$ cat src/rtl/sync_fifo_lvl.sv
// sync_fifo_lvl: single-clock FIFO with occupancy count, programmable
// almost-full/almost-empty thresholds, overflow/underflow pulses and a
// selectable read mode (registered read or first-word-fall-through).
// Any DEPTH >= 2 is supported; pointers wrap explicitly, so DEPTH need not
// be a power of two.
//
// Ports:
//   clk            clock, rising edge
//   rst            synchronous active-high reset
//   i_wr_en        write request
//   i_wr_data      write data
//   i_rd_en        read request (FWFT: acknowledge/pop of the head word)
//   o_rd_data      read data
//   o_rd_valid     o_rd_data holds a valid word
//   o_full         count == DEPTH
//   o_empty        count == 0
//   o_almost_full  count >= AF_LEVEL
//   o_almost_empty count <= AE_LEVEL
//   o_count        current occupancy, 0..DEPTH
//   o_overflow     1-cycle pulse: write rejected
//   o_underflow    1-cycle pulse: read rejected
module sync_fifo_lvl #(
  parameter int DATA_WIDTH = 8,
  parameter int DEPTH      = 16,
  parameter bit FWFT       = 1'b0,
  parameter int AF_LEVEL   = DEPTH - 2,
  parameter int AE_LEVEL   = 2
) (
  input  logic                         clk,
  input  logic                         rst,
  input  logic                         i_wr_en,
  input  logic [DATA_WIDTH-1:0]        i_wr_data,
  input  logic                         i_rd_en,
  output logic [DATA_WIDTH-1:0]        o_rd_data,
  output logic                         o_rd_valid,
  output logic                         o_full,
  output logic                         o_empty,
  output logic                         o_almost_full,
  output logic                         o_almost_empty,
  output logic [$clog2(DEPTH+1)-1:0]   o_count,
  output logic                         o_overflow,
  output logic                         o_underflow
);

  localparam int PW = (DEPTH > 1) ? $clog2(DEPTH) : 1;
  localparam int CW = $clog2(DEPTH + 1);

  localparam logic [PW-1:0] PtrMax = PW'(DEPTH - 1);
  localparam logic [CW-1:0] DepthC = CW'(DEPTH);
  localparam logic [CW-1:0] AfLvl  = CW'(AF_LEVEL);
  localparam logic [CW-1:0] AeLvl  = CW'(AE_LEVEL);

  // Elaboration-time parameter checks
  if (DEPTH < 2) begin : g_bad_depth
    $error("sync_fifo_lvl: DEPTH must be >= 2");
  end
  if (DATA_WIDTH < 1) begin : g_bad_width
    $error("sync_fifo_lvl: DATA_WIDTH must be >= 1");
  end
  if ((AF_LEVEL < 1) || (AF_LEVEL > DEPTH)) begin : g_bad_af
    $error("sync_fifo_lvl: AF_LEVEL must be in 1..DEPTH");
  end
  if ((AE_LEVEL < 0) || (AE_LEVEL >= DEPTH)) begin : g_bad_ae
    $error("sync_fifo_lvl: AE_LEVEL must be in 0..DEPTH-1");
  end

  logic [DATA_WIDTH-1:0] r_mem [DEPTH];
  logic [PW-1:0]         r_wr_ptr;
  logic [PW-1:0]         r_rd_ptr;
  logic [CW-1:0]         r_count;
  logic [CW-1:0]         w_count_nxt;
  logic                  r_overflow;
  logic                  r_underflow;

  logic w_empty;
  logic w_full;
  logic w_rd_acc;
  logic w_wr_acc;

  assign w_empty  = (r_count == '0);
  assign w_full   = (r_count == DepthC);
  assign w_rd_acc = i_rd_en & ~w_empty;
  // A write into a full FIFO is still taken when a read frees a slot this cycle
  assign w_wr_acc = i_wr_en & (~w_full | w_rd_acc);

  always_comb begin
    w_count_nxt = r_count;
    unique case ({w_wr_acc, w_rd_acc})
      2'b10:   w_count_nxt = r_count + 1'b1;
      2'b01:   w_count_nxt = r_count - 1'b1;
      default: w_count_nxt = r_count;
    endcase
  end

  always_ff @(posedge clk) begin
    if (rst) begin
      r_wr_ptr    <= '0;
      r_rd_ptr    <= '0;
      r_count     <= '0;
      r_overflow  <= 1'b0;
      r_underflow <= 1'b0;
    end else begin
      if (w_wr_acc) begin
        r_wr_ptr <= (r_wr_ptr == PtrMax) ? '0 : r_wr_ptr + 1'b1;
      end
      if (w_rd_acc) begin
        r_rd_ptr <= (r_rd_ptr == PtrMax) ? '0 : r_rd_ptr + 1'b1;
      end
      r_count     <= w_count_nxt;
      r_overflow  <= i_wr_en & ~w_wr_acc;
      r_underflow <= i_rd_en & w_empty;
    end
  end

  // Storage is not reset; writes during the reset cycle are dropped
  always_ff @(posedge clk) begin
    if (!rst && w_wr_acc) begin
      r_mem[r_wr_ptr] <= i_wr_data;
    end
  end

  if (FWFT) begin : g_fwft
    // Head word is always presented; valid whenever the FIFO holds data
    assign o_rd_data  = r_mem[r_rd_ptr];
    assign o_rd_valid = ~w_empty;
  end else begin : g_reg_read
    logic [DATA_WIDTH-1:0] r_rd_data;
    logic                  r_rd_valid;

    always_ff @(posedge clk) begin
      if (rst) begin
        r_rd_data  <= '0;
        r_rd_valid <= 1'b0;
      end else begin
        r_rd_valid <= w_rd_acc;
        if (w_rd_acc) begin
          r_rd_data <= r_mem[r_rd_ptr];
        end
      end
    end

    assign o_rd_data  = r_rd_data;
    assign o_rd_valid = r_rd_valid;
  end

  // Flags decode the registered count only, so they lag the op by one cycle
  assign o_full         = w_full;
  assign o_empty        = w_empty;
  assign o_almost_full  = (r_count >= AfLvl);
  assign o_almost_empty = (r_count <= AeLvl);
  assign o_count        = r_count;
  assign o_overflow     = r_overflow;
  assign o_underflow    = r_underflow;

endmodule

$ cat config.mk
export PLATFORM = sky130hd
export DESIGN_NAME = sync_fifo_lvl
export DESIGN_NICKNAME = d
export VERILOG_FILES = /design/src/rtl/sync_fifo_lvl.sv
export SDC_FILE = /design/constraint.sdc
export NUM_CORES = 1
export LEC_CHECK = 0
export CAP_MARGIN = 20
export CORE_MARGIN = 3
export CORE_UTILIZATION = 45
export DETAILED_ROUTE_END_ITERATION = 7
export GPL_ROUTABILITY_DRIVEN = 0
export PLACE_DENSITY = 0.71
export SETUP_SLACK_MARGIN = 0.1
export SYNTH_ARGS = -nofsm -noshare
export SYNTH_HDL_FRONTEND = slang
export SYNTH_SLANG_ARGS = --single-unit
$ cat constraint.sdc
create_clock -name clk -period 3.85 [get_ports clk]
set_clock_uncertainty 0.15 [all_clocks]
set_input_delay 0.77 -clock clk [delete_from_list [all_inputs] [get_ports clk]]
set_output_delay 0.77 -clock clk [all_outputs]
set_load 0.02 [all_outputs]
* After elaboration in Yosys (flattened, before gate mapping)
Memories as Yosys holds them, arrays and structs flattened. A register that Yosys moved wholly into a read port is not among the register bits. Index checks and enable logic that the tools add are counted. Widths: inputs -> output; s select.
Storage, ports and cells: flip-flop bits (word level) 16, bits in latches 0, RAM bits 128, memory bits (read-only) 0, input port bits 12, output and inout port bits 20, word-level logic and storage cells 35, memories 1
Cells by class: add/sub/neg operators 4, $mul 0, divide/modulo/power cells 0, $lt $le $gt $ge 2, equality and inequality tests 5, shift operators 0, mux-type cells 5, bitwise logic cells 8, reduce and logical (&&, ||, !) cells 4
Memory list:
- r_mem | depth 16, width 8, rd ports 1, clocked after Yosys merged registers in 1, wr ports 1, line 67 | logic [DATA_WIDTH-1:0] r_mem [DEPTH];
Operators with widths (count):
- $pmux 5 s2 | 1
- $add 4x1->4 const B | 2
- $eq 4x4->1 const B | 2
- $mux 4 | 2
- $add 5x1->5 const B | 1
- $eq 5x5->1 const B | 1
- $ge 5x4->1 const B | 1
- $le 5x2->1 const B | 1
- $logic_not 5->1 | 1
- $sub 5x1->5 const B | 1
- $and 1x1->1 | 4
- $not 1->1 | 3
- $eq 2x1->1 const B | 1
- $eq 2x2->1 const B | 1
- $mux 1 | 2
- $reduce_bool 2->1 | 1
- $logic_and 1x1->1 | 1
- $logic_not 1->1 | 1
- $or 1x1->1 | 1

* Logic depth before layout (Yosys ltp)
depth after elaboration 8, gate-level depth with buffers 10, depth with buffers taken out 8

* Worst setup path after synthesis
OpenSTA, ideal clock, no wires.
kind register to register, start point register r_count[0] (netlist: o_count[0]), end point register r_count[4] (netlist: o_count[4]), library setup time 0.074 ns, data arrival time 2.826 ns, data required time 3.626 ns, setup slack 0.799 ns, stages on the path, launching flop included 11, buffers on the path 2, period minus slack after synthesis 3.051 ns, path through dfxtp_1 or4_1 buf_2 o21ai_4 buf_2 nor2_1 fa_1 a211oi_1 o21ai_0 o2bb2a_1 a31oi_1
Between the ends: word-level cells in the longest chain between the ends 7, elaborated cells between the ends (all ways) 13, those cells by class add/sub (2); eq/ne (3); mux (1); bitwise (5); reduce/logical (2)
RTL lines:
- start, declared | line 70 | logic [CW-1:0] r_count;
- start signal, assigned | line 109 | r_count <= w_count_nxt;
- $logic_not 5->1 | line 80 | assign w_empty = (r_count == '0);
- $not 1->1 | line 82 | assign w_rd_acc = i_rd_en & ~w_empty;
- $and 1x1->1 | line 82
- $or 1x1->1 | line 84 | assign w_wr_acc = i_wr_en & (~w_full | w_rd_acc);
- $and 1x1->1 | line 84
- $eq 2x1->1 or $eq 2x2->1 (tied branches) | line 88 | unique case ({w_wr_acc, w_rd_acc})
- $pmux 5 s2 or $reduce_bool 2->1 (tied branches)
Parallel ways exist; a longest one is shown, timed or not. A chain may end at the register's enable or synchronous reset.

* Worst setup path after layout
Ends and elaborated chain as after synthesis.

==> summary.txt <==
Power
  • PwrDens: 630 nW/µm²
  • Int Power: 3.26 mW
  • Total net switching power: around 1.3 mW
  • Final Power: 4.59 mW
  • VDD IR max: between 400 and 500 µV
  • Sw Ratio: 0.290
  • Logic pwr share: 0.221
  • Reg power frac: 0.428
  • P_leak: 2.36 nW
  • Clock share of power: 0.351

Placement
  • DP HPWL: 7770 µm
  • Cell Count Post-Placement: ~570
  • Dpl cell area: ~6700 µm²
  • Number of port buffers: 31

Worst setup path
  • Worst Setup End Kind: flop
  • R2r setup slk: 480 ps
  • Crit-path max FO: 15
  • Critical Path RT: about 4000 ps
  • Critical path class: flop to flop
  • Critical path arrival: 3560 ps
  • Startpoint Class: flop

Cells and area
  • Synth-to-layout area growth: 19.4%
  • Multi-input gate area: 1690 µm²
  • # diodes: 0
  • Nets@finish: 433
  • Share of cells above drive strength 1: 0.198
  • Number of fillers in the final layout: a little under 1000
  • Non-Filler Instances: 597
  • Register area: 4320 µm²
  • Final instance area: 7300 µm²

Routing
  • Post-DRT Antenna Nets: 0
  • Final wirelength: between 10000 and 15000 µm
  • Via/cell ratio: 5.65
  • DRC viols: 0
  • DRT iter0 DRCs: 345
  • Vias: 3371
  • Routed len/inst: a little under 20 µm
  • Initial DRT Pass Iterations: 5

CTS
  • Max Buffers Root-to-Sink: 2
  • CTS sink cnt: 152
  • H-tree depth: 4
  • Post-CTS Hold Fix Bufs: 0
  • Clk pin slew, worst setup/hold paths: 60 ps
  • Post-CTS setup buffer count: 0
  • CTS buffer count: 17
  • CTS tree: yes
  • CTS resizes: 0
  • Clock Tree Root: clkbuf_16
  • Clock latency at the later pin of the worst-skew pair: 430 ps

Synthesis
  • Post-Syn Area: just over 6000 µm²
  • Top cells by count, synth: edfxtp_1 (128), nor2_1 (29), mux4_2 (28)
  • Mapped Nets: about 380
  • Dominant cell type by area after synthesis: edfxtp_1
  • Synth Register Bits: ~150
  • Top cells by area, synth: edfxtp_1 (63%), mux4_2 (10%), dfxtp_1 (7.9%)
  • Primary FF master, synth: edfxtp_1
  • Asr flop ratio synth: 0
  • Most frequent cell after synthesis: edfxtp_1
  • Warnings, synthesis: 0
  • Synth top area share: 0.629
  • Unique masters post-synth: 43
  • Synth Area per Inst: 17.0 µm²
  • Sequential share of the synthesized area: 0.708
  • Syn Inst Count: 360
  • EDFF count, synth: 128

Global route
  • Largest net degree at the start of global routing: 28
  • Initial antenna violation count: 0
  • Vias in the first global route: 3491
  • Global-route wire length before repair: 18800 µm
  • Tot GR Track Use: 0.173
  • Gr ovfl total: 0

Floorplanning
  • Die height: about 120 µm
  • Top Ports: 32
  • Row cnt: 41
  • DIE AREA: 15000 µm²
  • DIE WIDTH: 123 µm
  • Core Box Area: between 10000 and 15000 µm²
  • Initial core utilization: 0.473

Flow run
  • Max-cap check violation count: 0

STA
  • # setup viols final: 0
  • Final-report hold violation count: 0
  • Tcrit/Tclk final: 0.875
  • Slew @ Worst Pin: 842 ps
  • Setup_tns: 0 ps
  • Maximum clock frequency: 0.297 GHz
  • RSZ-0062 raised after global routing: no
  • Rel. slew slack: 0.438
  • Max Transition Viols Final: 0
  • Min Tclk post-route: 3370 ps

Run status
  • Status: complete, no violations

Hold path
  • Hold Path Class: flop to flop
power by group through the flow:
stage                     clock (mW)  sequential [mW]  combinational [mW]
final                           1.61             1.96                1.02
after global routing            1.72             1.98                1.10
after CTS                       1.64             1.97                1.03
after detailed placement           0             2.00                1.02
after global placement             0             1.99                1.01
after floorplan                    0             2.04               0.630
layout by cell type (no fill, tap or decap), types with 2 or more instances in the layout:
master           instances
inv_8                    3
buf_4                   21
a31oi_1                  3
clkbuf_16               17
clkdlybuf4s50_1         31
nand3_1                  3
nor2_1                  29
dfxtp_1                 24
inv_1                    4
nand3b_1                 2
a21oi_1                  8
mux2i_1                 17
nand2_1                 15
a41oi_1                  2
nor3_1                   9
nor2b_1                  5
clkinvlp_4               3
a211oi_1                14
mux4_2                  28
nor4_1                   2
ha_1                     8
edfxtp_1               128
o22ai_1                  6
a22oi_1                  6
nand2b_1                 7
inv_6                    5
mux2_1                   2
per-stage QoR:
stage	hold slack [ps]	setup WS (ps)	utilization
5_1_grt	377	212	0.565
4_1_cts	348	443	0.565
6_report	360	482	0.565
3_5_place_dp	338	429	0.519
3_3_place_gp	335	519	0.519
2_1_floorplan	383	799	-
cell type report:
| cell class | instances | area share |
|---|---|---|
| sequential | 152 | 0.592 |
| timing repair buffer | 52 | 0.0641 |
| tap | 172 | 0.0295 |
| clock buffer | 17 | 0.0583 |
| clock inverter | 15 | 0.0219 |
| multi-input combinational | 185 | 0.232 |
| inverter | 4 | 0.00206 |
final timing paths:
kind,start,end,cells past startpoint
setup / recovery,o_count[0],o_count[4],8
hold reg to reg,o_rd_data[0],o_rd_data[0],2
setup reg to reg,o_count[0],o_count[4],8
hold / removal,o_rd_data[0],o_rd_data[0],2
routing by layer:
metal | GRT usage | routed length (µm) | vias up
li1 | - | - | 1540
met1 | 0.221 | 5110 | 1697
met2 | 0.278 | 5880 | 109
met3 | 0.0484 | 578 | 25
met4 | 0.0763 | 269 | 0
met5 | 0 | 0 | -
registers in the layout, indices dropped and copies added (netlist names):
register,cells
o_rd_data,8
o_count,5
o_rd_valid,1
r_wr_ptr,4
r_mem,128
o_overflow,1
r_rd_ptr,4
o_underflow,1
cell families (layout without fill, tap and decap cells):
family	Yosys count	in the layout	synth area share
flip-flops	152	152	0.708
AND/OR/NAND/NOR	77	77	0.0600
AO/OA/AOI/OAI	49	49	0.0571
multiplexers	48	48	0.137
buffers and inverters	23	88	0.0158
adder cells (fa/ha/maj)	9	9	0.0197
XOR/XNOR	2	2	0.00287
worst max-delay path, stage by stage, from the launching register on:
cell and delay (ps):
dfxtp_1 380, or4_1 720, o21ai_4 460, nor2_1 190
fa_1 430, a211oi_1 310, o21ai_0 170, o2bb2a_1 300
a31oi_1 170
Power figures use the tool's default switching activity.
